--- config.mk ---
export PLATFORM = sky130hd
export DESIGN_NAME = lr_binary_modexp
export DESIGN_NICKNAME = d
export VERILOG_FILES = /design/src/rtl/lr_binary_modexp.sv
export SDC_FILE = /design/constraint.sdc
export NUM_CORES = 1
export LEC_CHECK = 0
export CAP_MARGIN = 40
export CORE_MARGIN = 5
export CORE_UTILIZATION = 35
export CTS_CLUSTER_DIAMETER = 80
export DETAILED_ROUTE_END_ITERATION = 12
export PLACE_DENSITY = 0.5
export SYNTH_ARGS = -nofsm -noshare
export SYNTH_HDL_FRONTEND = slang
export SYNTH_SLANG_ARGS = --single-unit
--- constraint.sdc ---
create_clock -name clk -period 15.48 [get_ports clk]
set_input_delay 3.096 -clock clk [delete_from_list [all_inputs] [get_ports clk]]
set_output_delay 3.096 -clock clk [all_outputs]
set_load 0.01 [all_outputs]
--- src/rtl/lr_binary_modexp.sv ---
// Left-to-right square-and-multiply modular exponentiator: r = base^exp mod modulus.
// Each modular product runs through a bit-serial interleaved multiplier, one multiplier bit per clock.
module lr_binary_modexp #(
    parameter int WIDTH = 32
) (
    input  logic             clk,
    input  logic             rstn,
    input  logic             md_start,
    input  logic [WIDTH-1:0] base,
    input  logic [WIDTH-1:0] exp,
    input  logic [WIDTH-1:0] modulus,
    output logic [WIDTH-1:0] r,
    output logic             busy,
    output logic             done
);
    localparam int CW = (WIDTH > 1) ? $clog2(WIDTH) : 1;

    typedef enum logic [2:0] {
        IDLE,
        LOAD,
        SQR,
        MUL,
        DONE
    } state_t;

    state_t state, state_next;

    logic [WIDTH-1:0] b_reg;
    logic [WIDTH-1:0] e_reg;
    logic [WIDTH-1:0] m_reg;
    logic [WIDTH-1:0] acc;
    logic [WIDTH+1:0] p;
    logic [CW-1:0]    j;
    logic [CW-1:0]    i;

    logic [WIDTH-1:0] y_op;
    logic [WIDTH+1:0] m_ext;
    logic [WIDTH+1:0] m_dbl;
    logic [WIDTH+1:0] p_dbl;
    logic [WIDTH+1:0] p_step;
    logic             last_step;
    logic             m_small;

    // One interleaved step: 2P plus the selected multiplicand stays below 3M,
    // so at most two conditional subtractions restore P < M.
    always_comb begin
        y_op      = (state == MUL) ? b_reg : acc;
        m_ext     = {2'b00, m_reg};
        m_dbl     = m_ext << 1;
        p_dbl     = (p << 1) + (acc[j] ? {2'b00, y_op} : '0);
        p_step    = p_dbl;
        if (p_dbl >= m_dbl) begin
            p_step = p_dbl - m_dbl;
        end else if (p_dbl >= m_ext) begin
            p_step = p_dbl - m_ext;
        end
        last_step = (j == '0);
        m_small   = (m_reg < WIDTH'(2));
    end

    always_ff @(posedge clk) begin
        if (!rstn) begin
            state <= IDLE;
        end else begin
            state <= state_next;
        end
    end

    // The NEXT decision is folded into the last multiplier cycle, so a
    // square is followed directly by its multiply, the next square, or DONE.
    always_comb begin
        state_next = state;
        busy       = 1'b0;
        done       = 1'b0;
        case (state)
            IDLE: begin
                if (md_start) begin
                    state_next = LOAD;
                end
            end
            LOAD: begin
                busy       = 1'b1;
                state_next = m_small ? DONE : SQR;
            end
            SQR: begin
                busy = 1'b1;
                if (last_step) begin
                    if (e_reg[i]) begin
                        state_next = MUL;
                    end else if (i == '0) begin
                        state_next = DONE;
                    end else begin
                        state_next = SQR;
                    end
                end
            end
            MUL: begin
                busy = 1'b1;
                if (last_step) begin
                    state_next = (i == '0) ? DONE : SQR;
                end
            end
            DONE: begin
                done       = 1'b1;
                state_next = IDLE;
            end
            default: begin
                state_next = IDLE;
            end
        endcase
    end

    always_ff @(posedge clk) begin
        if (!rstn) begin
            b_reg <= '0;
            e_reg <= '0;
            m_reg <= '0;
            acc   <= '0;
            p     <= '0;
            j     <= '0;
            i     <= '0;
            r     <= '0;
        end else begin
            case (state)
                IDLE: begin
                    if (md_start) begin
                        b_reg <= base;
                        e_reg <= exp;
                        m_reg <= modulus;
                    end
                end
                LOAD: begin
                    acc <= WIDTH'(1);
                    p   <= '0;
                    j   <= CW'(WIDTH - 1);
                    i   <= CW'(WIDTH - 1);
                    if (m_small) begin
                        r <= '0;
                    end
                end
                SQR, MUL: begin
                    if (last_step) begin
                        acc <= p_step[WIDTH-1:0];
                        p   <= '0;
                        j   <= CW'(WIDTH - 1);
                        if (state_next == DONE) begin
                            r <= p_step[WIDTH-1:0];
                        end
                        if (state_next == SQR) begin
                            i <= i - CW'(1);
                        end
                    end else begin
                        p <= p_step;
                        j <= j - CW'(1);
                    end
                end
                default: begin
                end
            endcase
        end
    end
endmodule

# == Word-level counts from Yosys, hierarchy flattened ==
# Cells that the tools add are included.
# op_classes
addsub,5
order_cmp,5
n_eq_ne,10
n_mux,30
reduce_logical,10
# ops
cell,count
2-to-1 mux 32 bit,6
one-hot mux 32 bit (2 select lines),2
2-to-1 mux 33 bit,3
one-hot mux 33 bit (2 select lines),1
adder 34 x 32 -> 34 bit,1
greater-or-equal comparator 34 x 32 -> 1 bit,1
greater-or-equal comparator 34 x 33 -> 1 bit,1
subtractor 33 x 32 -> 33 bit,1
subtractor 33 bit,1
< comparator 32 x 2 -> 1 bit (second input constant),1
one-hot mux 5 bit (2 select lines),2
2-to-1 mux 3 bit,6
2-to-1 mux 5 bit,3
< comparator 5 x 6 -> 1 bit (second input constant),2
one-hot mux 3 bit (4 select lines),1
binary-select mux 1 bit (select 5 bit),2
logical NOT 5 bit,2
subtractor 5 x 1 -> 5 bit (second input constant),2
equality test 3 x 2 -> 1 bit (second input constant),3
!= test 2 bit (second input constant),4
equality test 3 bit (second input constant),2
2-to-1 mux 1 bit,4
AND reduction 2 bit,2
AND reduction 4 bit,1
6 further kinds,6
# totals
regBits,206
input_bits,99
wordCells,69

# == Longest topological paths before layout ==
# Gate-level depths: netlist of the first run.
# logic_depth
ltp_word,10
mapped_depth,31
mapped_depth_nobuf,26

# == Worst setup path before layout of the first run ==
# OpenSTA, ideal clock, no wires.
# synth_path
kind,register -> register
from,register j[2]
to,register r[25]
setup_time_ns,0.130
arrival_time_ns,6.399
t_required_ns,15.350
setup_slack_ns,8.950
path_stages_with_launch,31
n_path_buf,5
path_cell_list,dfxtp_1 > buf_2 > mux2_1 > or3_1 > and4_1 > nor4_4 > clkbuf_1 > a21oi_1 > ha_1 > clkbuf_1 > o21ai_0 > nor2_1 > o211ai_1 > a21oi_1 > o2111ai_1 > and2_1 > o21a_1 > o311ai_1 > ha_1 > clkbuf_1 > nand4_1 > nor3_1 > nand3_1 > a311o_1 > nand3_2 > a2111oi_2 > mux2_4 > nor2_4 > buf_4 > mux2i_1 > o22ai_1
# synth_via
elab_chain_cells,10
word_cells_on_any_way,21
classes_between,add/sub (3); order compare (2); eq/ne (3); mux (11); reduce/logical (2)
# synth_lines
item,line_no,source
"start, declared",33,logic [CW-1:0] j;
"start signal, assigned",135,j <= CW'(WIDTH - 1);
"start signal, assigned",145,j <= CW'(WIDTH - 1);
"start signal, assigned",154,j <= j - CW'(1);
binary-select mux 1 bit (select 5 bit),50,"p_dbl = (p << 1) + (acc[j] ? {2'b00, y_op} : '0);"
2-to-1 mux 1 bit (not written as such),50,
2-to-1 mux 32 bit,50,
adder 34 x 32 -> 34 bit,50,
subtractor 33 x 32 -> 33 bit / greater-or-equal comparator 34 x 32 -> 1 bit (equally long branches),"55, 54",
2-to-1 mux 33 bit,54,end else if (p_dbl >= m_ext) begin
2-to-1 mux 33 bit,52,if (p_dbl >= m_dbl) begin
2-to-1 mux 32 bit,146,if (state_next == DONE) begin
2-to-1 mux 32 bit,142,if (last_step) begin
one-hot mux 32 bit (2 select lines),124,case (state)
"end signal, assigned",147,r <= p_step[WIDTH-1:0];
"end, declared",12,"output logic [WIDTH-1:0] r,"
# Parallel ways exist; a longest one is shown, timed or not. The select of a mux whose other input is x is not followed.
# A chain may end at the register's enable or synchronous reset.

# == Worst setup path after layout of the first run ==
# layout_path
from,register j[2]
to,register acc[29]
# layout_via
elab_chain_cells,9
word_cells_on_any_way,15
classes_between,add/sub (3); order compare (2); eq/ne (1); mux (7); reduce/logical (2)
# layout_lines
item,line_no,source
binary-select mux 1 bit (select 5 bit),50,
2-to-1 mux 1 bit (not written as such),50,
2-to-1 mux 32 bit,50,
adder 34 x 32 -> 34 bit,50,
subtractor 33 x 32 -> 33 bit / greater-or-equal comparator 34 x 32 -> 1 bit (equally long branches),"55, 54",
2-to-1 mux 33 bit,54,
2-to-1 mux 33 bit,52,
2-to-1 mux 32 bit,142,
one-hot mux 32 bit (2 select lines),124,
"end signal, assigned",143,acc <= p_step[WIDTH-1:0];
"end, declared",31,logic [WIDTH-1:0] acc;
# Parallel ways exist; a longest one is shown, timed or not. The select of a mux whose other input is x is not followed.

==> results of run 1 <==
-- synth_stat cells (8+ instances only) --
master	n
xnor2_1	57
inv_1	57
and4_1	8
nand2b_1	13
nand4_1	12
nor2b_1	14
o22ai_1	26
dfxtp_1	206
o21ai_1	16
and2_1	14
clkbuf_1	75
o21ai_0	94
o221ai_1	8
a22oi_1	22
nand2_1	355
a21o_1	34
o211ai_1	12
a21oi_1	235
a32oi_1	27
xor2_1	31
a32o_1	11
nor3_1	25
ha_1	97
o21bai_1	9
nor4_1	14
or2_2	10
buf_2	15
nand3_1	36
o31ai_1	16
a31oi_1	12
nor2_1	61
mux4_2	15
a211oi_1	14
mux2i_1	20
-- layer usage --
metal / track usage [%] / wire length [um] / share of wire, % / vias up
met5: 0 / 11 / 0.020 / -
met4: 8.74 / 2260 / 4.2 / 2
met3: 3.34 / 2970 / 5.4 / 113
met2: 39.5 / 25400 / 47 / 470
met1: 31.4 / 23800 / 44 / 6785
li1: - / - / - / 6767
-- per-stage QoR --
step	hold slack (ns)	util, %	cell area [um2]	instances	setup WS (ns)
after global routing	0.466	42.4	16900	2434	6.36
after global placement	0.441	39.7	15800	2377	6.98
after floorplan	0.432	-	14100	1806	8.95
after CTS	0.455	42.4	16900	2434	6.98
final	0.453	42.4	16900	2435	6.92
after detailed placement	0.447	40.1	16000	2386	7.00
-- cells by family after synthesis --
| family | after synthesis | share of synthesized area [%] |
|---|---|---|
| compound gates | 617 | 28.2 |
| xor+xnor | 88 | 5.46 |
| fa+ha+maj | 100 | 9.02 |
| buf+inv | 157 | 4.60 |
| flops | 206 | 29.2 |
| mux | 38 | 4.08 |
| simple gates | 600 | 19.4 |
-- worst max-delay path, cell delays in order, from the launching register on --
cell	delay, ns
dfxtp_1	0.77
mux2_1	0.39
or3_1	0.29
and4_1	0.18
nor4_4	0.27
buf_4	0.42
a21oi_1	0.08
ha_1	0.36
a21oi_1	0.10
o21ai_0	0.33
o211ai_1	0.19
a21oi_1	0.37
o2111ai_1	0.15
and2_1	0.22
o21a_1	0.22
o311ai_1	0.61
ha_1	0.36
nand4_1	0.18
nor3_1	0.43
nand3_1	0.15
a311o_1	0.30
nand3_2	0.17
a2111oi_2	0.08
mux2_4	0.38
nor2_4	0.67
mux2i_1	0.55
o21ai_0	0.17
-- final cells by class --
type	instances	area, um2
fill	4161	22900
multi-input combinational	1443	9380
sequential	206	4120
timing repair buffer	155	1600
clock buffer	37	773
tap	525	657
inverter	57	216
clock inverter	11	145
antenna	1	2.50
-- final timing paths --
path / start / to / cells after the start
hold reg to reg: e_reg[24]$_SDFFE_PN0P_ / e_reg[24]$_SDFFE_PN0P_ / 2
setup reg to reg: j[2]$_SDFFE_PN0P_ / acc[29]$_SDFFE_PN0P_ / 26
hold / removal: e_reg[24]$_SDFFE_PN0P_ / e_reg[24]$_SDFFE_PN0P_ / 2
setup / recovery: j[2]$_SDFFE_PN0P_ / acc[29]$_SDFFE_PN0P_ / 26
==> impl_metrics.tcl, run 1 <==
set metrics [dict create \
    status "finished clean" \
    rsz0062_at_grt "false" \
    top_register "p" \
    post-cts-setup-buffers 0 \
    ys_seq_area_share_pct 29.2 \
    totalWireLength_um 54500 \
    fin_crit_ns 8.56 \
    htreeDepth 1 \
    ys_ff_latch 206 \
    die-area_um2 44500 \
    area_growth_pct 19.6 \
    vias_per_cell 5.81 \
    worstMarginPinSlew_ns 0.889 \
    drtAntennaViolNets 0 \
    cts_resized 0 \
    die_w_um 211 \
    grt.total_usage_pct 23.7 \
    async_reset_ff_share_pct 0 \
    hpwlAfterDp_um 43100 \
    yosysTopAreaCell "dfxtp_1" \
    worstPathMaxFanout 33 \
    r2r_slack_ns 6.92 \
    postSynthAreaPerCell_um2 7.82 \
    grt_antenna_before_repair 1 \
    cts_hold_buf 0 \
    gp_congestion 0.971 \
    routedWlPerCell_um 22.4 \
    crit_type "flop to flop" \
    synthCells 1806 \
    numCtsBuffers 27 \
    first_pass_iters 5 \
    synthTopCellsByArea "dfxtp_1 29%, nand2_1 9.4%, ha_1 8.6%" \
    io_buffer_count 132 \
    cts-root-buf "clkbuf_16" \
    synth_edf_count 0 \
    slew_violations 0 \
    yosysWarnings 0 \
    fmax_mhz 117 \
    largest_reg_flops 33 \
    cp.required_ns 15.90 \
    clock_path_buffers 3 \
    hold_violations 0 \
    grt_pass1_vias 13400 \
    fin_skew_ns 0.00926 \
    synth_area_um2 14100 \
    cp-end-kind "flop" \
    final_nets 2089 \
    setup_tns_ns 0 \
    period_share_pct 55.3 \
    drtIter0Drc 1233 \
    clock_latency_ns 0.56 \
    grt_pass1_wl_um 82500 \
    grt_start_max_net_pins 73 \
    pin_count 133 \
    hp-class "flop to flop" \
    cp.arrival_ns 8.98 \
    startpoint_type "flop" \
    path_clk_slew_ns 0.06 \
    setup_viol 0 \
    cts.sinks 206 \
    num_vias 14100 \
    synth_top_area_share_pct 29.2 \
    row_count 73 \
    fp.coreArea_um2 39800 \
    layout_common_cells "355 x nand2_1, 235 x a21oi_1, 206 x dfxtp_1" \
    drc 0 \
    ys.flop_type "dfxtp_1" \
    yosysUniqueCellTypes 92 \
    cap_viol_max_count 0 \
    drive_gt1_share_pct 6.91 \
    start_util_pct 35.5 \
    gr-total-overflow 0 \
    fp.dieH_um 211 \
    slew_headroom_pct 40.7 \
    final_common_cell "nand2_1" \
    cts_tree "yes" \
    syn_nets 2005 \
]
Power of run 1 is left out: the tool's default activity adds up to more than one toggle a clock period on the data nets, which glitch-free logic cannot reach.
==> run 2, diff against run 1 <==
- clock period: 15.48 -> 8.7 ns (I/O delays scaled with it)
==> impl_metrics.tcl, run 2 (synthesis gave the netlist of run 1 again) <==
set metrics [dict create \
    final_common_cell "nand2_1" \
    path_clk_slew_ns 0.07 \
    place_ws_ns 0.817 \
    grt_pass1_wl_um 81800 \
    hold_path_end "e_reg[6]$_SDFFE_PN0P_" \
    fill_cells 4170 \
    cap_viol_max_count 0 \
    top_register "p" \
    hold_violations 0 \
    cp-end-kind "flop" \
    worstMarginPinSlew_ns 0.851 \
    worstHoldStart "e_reg[6]$_SDFFE_PN0P_" \
    gr-total-overflow 0 \
    slew_violations 0 \
    layout_common_cells "355 x nand2_1, 235 x a21oi_1, 206 x dfxtp_1" \
    io_buffer_count 132 \
    period_share_pct 92.6 \
    hpwlAfterDp_um 43000 \
    setup_tns_ns 0 \
    post-cts-setup-buffers 0 \
    r2r-end "acc[22]$_SDFFE_PN0P_" \
    clock_path_buffers 3 \
    hold_path_depth 2 \
    slew_headroom_pct 42.8 \
    fp.dieH_um 211 \
    drc 0 \
    num_vias 14000 \
    grt.total_usage_pct 23.5 \
    grt_antenna_before_repair 3 \
    routedWlPerCell_um 22.1 \
    fin_ws_ns 0.643 \
    pin_count 133 \
    first_pass_iters 5 \
    die-area_um2 44500 \
    gp_congestion 0.934 \
    worst-path-buf-inv 2 \
    path_common_cell "a21oi_1" \
    startpoint_type "flop" \
    fin_crit_ns 8.06 \
    rsz0062_at_grt "false" \
    numCtsBuffers 26 \
    area_growth_pct 19.4 \
    r2r_slack_ns 0.64 \
    setup_viol 0 \
    final_area_um2 16900 \
    cts-root-buf "clkbuf_16" \
    critPathTopFamily "compound AO/OA/AOI/OAI gates" \
    crit_type "flop to flop" \
    drtAntennaViolNets 0 \
    crit_path_top_delay_cell "dfxtp_1" \
    r2r-start "j[2]$_SDFFE_PN0P_" \
    fin_skew_ns 0.0256 \
    fp.coreArea_um2 39800 \
    final_nets 2101 \
    grt_start_max_net_pins 76 \
    fmax_mhz 124 \
    largest_reg_flops 33 \
    hp-class "flop to flop" \
    drive_gt1_share_pct 7.55 \
    grt_pass1_vias 13500 \
    worstRegToRegCells 27 \
    status "finished clean" \
    totalWireLength_um 54100 \
    htreeDepth 1 \
    row_count 73 \
    cts.sinks 206 \
    slowest_delay_ns 0.75 \
    drtIter0Drc 983 \
    crit_start "j[2]$_SDFFE_PN0P_" \
    cts_hold_buf 0 \
    die_w_um 211 \
    worstPathMaxFanout 21 \
    start_util_pct 35.5 \
    cp.required_ns 9.19 \
    cts_resized 0 \
    placed_area_um2 16000 \
    vias_per_cell 5.70 \
    clock_latency_ns 0.57 \
    cp.arrival_ns 8.54 \
    cts_tree "yes" \
]
==> run 2: final cells by class <==
type / count / area [um2] / share of cell area [%]
clock buffers: 36 / 748 / 4.44
flip-flops and latches: 206 / 4120 / 24.5
repair buffers: 168 / 1610 / 9.56
inverters: 57 / 216 / 1.28
diodes: 1 / 2.50 / 0.0148
multi-input cells: 1443 / 9370 / 55.6
clock inverters: 11 / 129 / 0.764
well taps: 525 / 657 / 3.90
==> run 2: worst reg2reg max path: stages, from the launching register on <==
cell and delay (ns):
dfxtp_1 0.75, mux2_1 0.40, or3_1 0.30, and4_1 0.18
nor4_4 0.29, buf_4 0.30, a21oi_1 0.08, ha_1 0.23
fa_1 0.41, a21oi_1 0.21, o21ai_0 0.17, o211ai_1 0.33
a21oi_1 0.20, o2111ai_1 0.24, and2_1 0.21, o21a_1 0.18
xnor2_1 0.27, ha_1 0.42, and2_0 0.22, a311oi_2 0.31
o21ai_1 0.15, a221o_1 0.39, o21ba_1 0.25, a2111oi_4 0.37
and2_4 0.38, nand2_1 0.32, buf_4 0.29, o221ai_1 0.17
==> run 2: stage by stage <==
stage	instances	hold WS [ns]	utilization (%)
after floorplan	1806	0.432	-
after global placement	2397	0.440	40.0
after detailed placement	2399	0.446	40.1
after CTS	2446	0.455	42.3
after global routing	2446	0.473	42.3
final	2447	0.451	42.3
==> run 2: how the worst max path moves through the flow <==
stage | endpoint | slack [ns] | cells past startpoint
after detailed placement | acc[0]$_SDFFE_PN0P_ | 0.82 | 27
after global placement | r[2]$_SDFFE_PN0P_ | 0.89 | 28
after floorplan | r[25]$_SDFFE_PN0P_ | 2.17 | 30
after CTS | acc[0]$_SDFFE_PN0P_ | 0.79 | 27
after global routing | r[2]$_SDFFE_PN0P_ | 0.19 | 28
final | acc[22]$_SDFFE_PN0P_ | 0.64 | 27
==> run 2: per-layer routing <==
layer,wire [um],vias to the layer above,global-route usage [%]
met2,25200,438,39.3
met5,19,-,0
li1,-,6796,-
met4,2300,2,8.79
met1,23700,6621,30.9
met3,2890,103,3.48
Power of run 2 is left out for the same reason.
==> run 3, diff against run 2 <==
- GPL_ROUTABILITY_DRIVEN: unset -> 0
- clock period: 8.7 -> 8.39 ns (I/O delays scaled with it)
==> impl_metrics.tcl, run 3 (synthesis gave the netlist of run 1 again) <==
set metrics [dict create \
    cts_tree "yes" \
    grt_pass1_wl_um 81900 \
    drtIter0Drc 1132 \
    grt_antenna_before_repair 0 \
    final_nets 2105 \
    layout_common_cells "355 x nand2_1, 235 x a21oi_1, 206 x dfxtp_1" \
    setup_tns_ns 0 \
    cts_resized 0 \
    row_count 73 \
    drc 0 \
    die-area_um2 44500 \
    fin_skew_ns 0.0222 \
    clock_latency_ns 0.57 \
    fin_ws_ns 0.668 \
    fmax_mhz 129 \
    place_inst 2399 \
    status "finished clean" \
    cts_hold_buf 0 \
    io_buffer_count 132 \
    hold_violations 0 \
    numCtsBuffers 26 \
    worstMarginPinSlew_ns 0.867 \
    startpoint_type "flop" \
    clock_path_buffers 3 \
    htreeDepth 1 \
    crit_type "flop to flop" \
    antenna_cells 0 \
    first_pass_iters 5 \
    worstHoldStart "e_reg[25]$_SDFFE_PN0P_" \
    cts.sinks 206 \
    largest_reg_flops 33 \
    crit_start "j[1]$_SDFFE_PN0P_" \
    area_growth_pct 20.5 \
    path_clk_slew_ns 0.06 \
    vias_per_cell 5.75 \
    final_common_cell "nand2_1" \
    period_share_pct 92.0 \
    fp.coreArea_um2 39800 \
    cts-root-buf "clkbuf_16" \
    slew_violations 0 \
    hpwlAfterDp_um 42300 \
    rsz0062_at_grt "false" \
    totalWireLength_um 53600 \
    r2r-start "j[1]$_SDFFE_PN0P_" \
    post-route-util_pct 42.7 \
    cp-end-kind "flop" \
    finalNonFillerCells 2451 \
    hp-class "flop to flop" \
    setup_viol 0 \
    slew_headroom_pct 42.2 \
    start_util_pct 35.5 \
    grt_start_max_net_pins 77 \
    gr-total-overflow 0 \
    worstPathMaxFanout 21 \
    die_w_um 211 \
    cp.arrival_ns 8.19 \
    fp.dieH_um 211 \
    drtAntennaViolNets 0 \
    top_register "p" \
    routedWlPerCell_um 21.9 \
    pin_count 133 \
    grt_pass1_vias 13700 \
    drive_gt1_share_pct 7.84 \
    fin_crit_ns 7.72 \
    cp.required_ns 8.86 \
    grt.total_usage_pct 23.2 \
    num_vias 14100 \
    place_ws_ns 0.557 \
    cap_viol_max_count 0 \
    fill_cells 4221 \
]
[run 3: stage by stage]
stage                     hold WS, ns  area (um2)
after global routing            0.475       17000
after floorplan                 0.432       14100
after global placement          0.442       15900
final                           0.452       17000
after CTS                       0.455       17000
after detailed placement        0.447       16100
[run 3: worst paths after layout]
kind,end,slack (ns),cells after the start
worst max-delay path,p[18]$_SDFFE_PN0P_,0.67,27
worst min-delay path,e_reg[25]$_SDFFE_PN0P_,0.45,2
worst max register to register,p[18]$_SDFFE_PN0P_,0.67,27
worst min register to register,e_reg[25]$_SDFFE_PN0P_,0.45,2
[run 3: timing repair]
| item | CTS | global route |
|---|---|---|
| endpoints found under the setup margin | 0 | 69 |
| setup buffers | 0 | 4 |
| endpoints found under the hold margin | 0 | 0 |
[run 3: layer usage]
layer | GRT usage, % | wire [um] | share of wire, %
met1 | 31.4 | 24200 | 45
met2 | 38.8 | 25100 | 47
met3 | 2.82 | 2310 | 4.3
met4 | 7.44 | 2000 | 3.7
met5 | 0 | 0 | 0
[run 3: worst max-delay path: stages (launching register included)]
cell	delay [ns]
dfxtp_1	0.56
inv_1	0.22
a2111oi_0	0.51
nor4_2	0.15
nor4_4	0.28
buf_4	0.20
a21oi_1	0.06
ha_1	0.22
fa_1	0.41
a21oi_1	0.20
o21ai_0	0.18
o211ai_1	0.34
a21oi_1	0.20
o2111ai_1	0.23
and2_1	0.22
o21a_1	0.18
xnor2_1	0.25
ha_1	0.40
and2_0	0.22
a311oi_2	0.29
o21ai_1	0.14
a221o_1	0.39
o21ba_1	0.25
a2111oi_4	0.35
and2_4	0.38
nand2_1	0.31
buf_12	0.27
o21ai_0	0.17
[run 3: cell type report]
class	count	area, um2	area share [%]
clock buffer	33	717	4.22
clock inverter	15	201	1.18
inverter	57	216	1.27
multi-input combinational	1443	9380	55.1
sequential	206	4120	24.2
tap	525	657	3.86
timing repair buffer	172	1710	10.1
Power of run 3 is left out for the same reason.
==> edit 1 (flow settings as in run 3) <==
Encoding of `state_t`: now Gray code (3 bits for 5 states).
--- a/src/rtl/lr_binary_modexp.sv
+++ b/src/rtl/lr_binary_modexp.sv
@@ -17,9 +17,9 @@
 
     typedef enum logic [2:0] {
-        IDLE,
-        LOAD,
-        SQR,
-        MUL,
-        DONE
+        IDLE = 3'b000,
+        LOAD = 3'b001,
+        SQR  = 3'b011,
+        MUL  = 3'b010,
+        DONE = 3'b110
     } state_t;
 
Check against the original RTL: same outputs for any inputs over 4 cycles, from zero or initial values and one cycle with rstn low; so few cycles prove little.
==> edit 1 against run 3 <==
Synthesized cell count grew 1.6%. Final area shrank 0.21%. Synthesized area grew 0.42%. Wire length shrank 3.1%. Utilization shrank 0.19 points. Sequential cell count is the same. Non-clock buffer count shrank 8. Setup slack lost 0.13 ns. Highest routed layer unchanged.
Power is left out: the tool's default activity adds up to more than one toggle a clock period on the data nets, which glitch-free logic cannot reach.
==> edit 1: results <==
{
  "status": "finished clean",
  "dpl.cell_count": 2427,
  "ys_top_cells_by_count": "391 x nand2_1, 225 x a21oi_1, 206 x dfxtp_1, 98 x o21ai_0, 97 x ha_1",
  "met1_usage_pct": 29.0,
  "grt_util_met3_pct": 3.12,
  "final_net_count": 2130,
  "max_stage_delay_ns": 0.65,
  "dr_wl_met2_um": 25000,
  "synth_nets": 2034,
  "rr_worst_depth": 26,
  "cts_root_buf": "clkbuf_16",
  "synth_xor_area_share_pct": 4.26,
  "wire_per_inst_um": 21.0,
  "ys_top_cells_by_area": "dfxtp_1 29%, nand2_1 10%, ha_1 8.6%",
  "fin_skew_ns": 0.00899,
  "dp_hpwl_um": 40800,
  "synth.area.mux_share_pct": 6.15,
  "grt_pass1_wl_um": 79100,
  "dpl_worst_slack_ns": 0.385,
  "wl_met1_um": 22600,
  "n_fill_cell": 4127,
  "grt_pass1_vias": 13600,
  "max-slew-margin-rel_pct": 35.1,
  "placed_cell_area_um2": 16100,
  "synthAdderAreaFrac_pct": 8.98,
  "synth_compound_area_share_pct": 26.6,
  "top_layer_used": "met4",
  "via_per_inst": 5.61,
  "syn_inst": 1835,
  "grt_max_degree": 60,
  "ys_seq_area_share_pct": 29.1,
  "drive_above_1_share_pct": 7.44,
  "met2_usage_pct": 38.7,
  "synth_cell_types": 91,
  "route.met3.wl_um": 2570,
  "routed_wl_um": 52000,
  "grt_usage_pct": 22.4,
  "worst_skew_pair.late_latency_ns": 0.55,
  "drt_iter0_drc": 1110
}
==> edit 1: changes by cell type in the layout (fill, tap and decap cells not counted), sizes merged, moves of 9 or more <==
cell | run 3 | this run
a21oi | 237 | 226
a22o | 6 | 35
a22oi | 22 | 6
a32oi | 27 | 7
buf | 40 | 31
mux2 | 3 | 12
nand2 | 357 | 392
nor2 | 64 | 95
o21bai | 9 | 21
o22ai | 26 | 5
xnor2 | 57 | 42
==> edit 1: layout make-up <==
cell class	instances	area, um2	area share, %
clock buffers	39	771	4.54
clock inverters	8	58.8	0.346
inverters	65	245	1.44
multi-input cells	1468	9430	55.6
flip-flops and latches	206	4130	24.3
well taps	525	657	3.87
repair buffers	164	1680	9.92
==> edit 1: path summary, 6_finish.rpt <==
kind         startpoint     end  slack [ns]
min reg2reg       r[10]   r[10]        0.45
min               r[10]   r[10]        0.45
max                j[2]  acc[3]        0.54
max reg2reg        j[2]  acc[3]        0.54
==> edit 2 (settings of run 3) <==
Without the edit above. Set the parameter `WIDTH` to 64 (it was 32).
--- a/src/rtl/lr_binary_modexp.sv
+++ b/src/rtl/lr_binary_modexp.sv
@@ -2,5 +2,5 @@
 // Each modular product runs through a bit-serial interleaved multiplier, one multiplier bit per clock.
 module lr_binary_modexp #(
-    parameter int WIDTH = 32
+    parameter int WIDTH = 64
 ) (
     input  logic             clk,
Ports: changed (resized base, exp, modulus and r); port bits go from 133 to 261. No check against the original RTL was run, so the function may have changed too.
==> edit 2 against run 3 <==
Setup slack got worse by 0.45 ns. Final area rose by 120%. Count of clock-buffer cells in the layout up 33. Clock skew increased by 0.022 ns. Synthesized area up 110%. Worst hold slack worse by 0.0010 ns. Wire length increased by 140%. Sequential cell count rose by 194. Critical path type unchanged. Largest cell class unchanged.
Power is left out: the tool's default activity adds up to more than one toggle a clock period on the data nets, which glitch-free logic cannot reach.
==> edit 2: results <==
{
  "via_per_inst": 5.58,
  "fin_skew_ns": 0.0447,
  "top_layer_used": "met5",
  "max_stage_delay_ns": 0.68,
  "drive_above_1_share_pct": 14.8,
  "synth_cell_types": 100,
  "ys_top_cells_by_count": "800 x nand2_1, 596 x a21oi_1, 400 x dfxtp_1, 226 x nor2_1, 193 x ha_1",
  "htreeDepth": 2,
  "antenna_found_initial": 4,
  "synth_nets": 4311,
  "dpl_worst_slack_ns": -0.202,
  "placed_cell_area_um2": 35700,
  "arrival_ns": 8.74,
  "worst_skew_pair.late_latency_ns": 0.63,
  "dp_hpwl_um": 101000,
  "dr_wl_met2_um": 52300,
  "final_net_count": 4829,
  "hp-start": "e_reg[32]",
  "status": "finished clean",
  "met2_usage_pct": 40.1,
  "wl_met1_um": 59100,
  "wire_per_inst_um": 22.8,
  "clock_path_buffers": 3,
  "route.met3.wl_um": 11500,
  "ys_top_cells_by_area": "dfxtp_1 27%, nand2_1 10%, a21oi_1 10%",
  "cp-startpoint": "j[0]",
  "largest_reg_flops": 65,
  "met1_usage_pct": 39.8,
  "holdPathEnd": "e_reg[32]",
  "drt_iter0_drc": 2867,
  "ys_seq_area_share_pct": 27.4,
  "min_path_type": "reg -> reg",
  "slowest_stage": "or4b_2",
  "portBuffers": 260,
  "r2r-end": "p[21]",
  "grt_pass1_wl_um": 186000,
  "cts-buffers-inserted": 49,
  "grt_max_degree": 170,
  "fin_ws_ns": 0.217,
  "hold_ws_ns": 0.451
}
-- edit 2: logic make-up (layout without fill, tap and decap cells) --
group                    count (synthesis)  after routing  synth area share (%)
AO/OA/AOI/OAI                         1289           1290                  27.6
XOR/XNOR                               177            177                  5.31
adder cells (fa/ha/maj)                196            196                  8.48
multiplexers                           124            124                  5.89
flip-flops                             400            400                  27.4
AND/OR/NAND/NOR                       1362           1362                  20.3
buffers and inverters                  372            924                  5.09
other                                    0              1                     0
-- edit 2: timing repair --
action / 4_1_cts / 5_1_grt
buffers inserted: 0 / 4
cloned: 0 / 2
endpoints found under the setup margin: 139 / 193
pin swaps: 0 / 5
resized for setup: 4 / 52
-- edit 2: area by class of cell --
class	instances	area, um2
flip-flops and latches	400	8010
diodes	1	2.50
repair buffers	702	6160
well taps	1080	1350
clock buffers	66	1370
inverters	136	518
clock inverters	20	211
fillers	8521	45500
multi-input cells	3149	20000
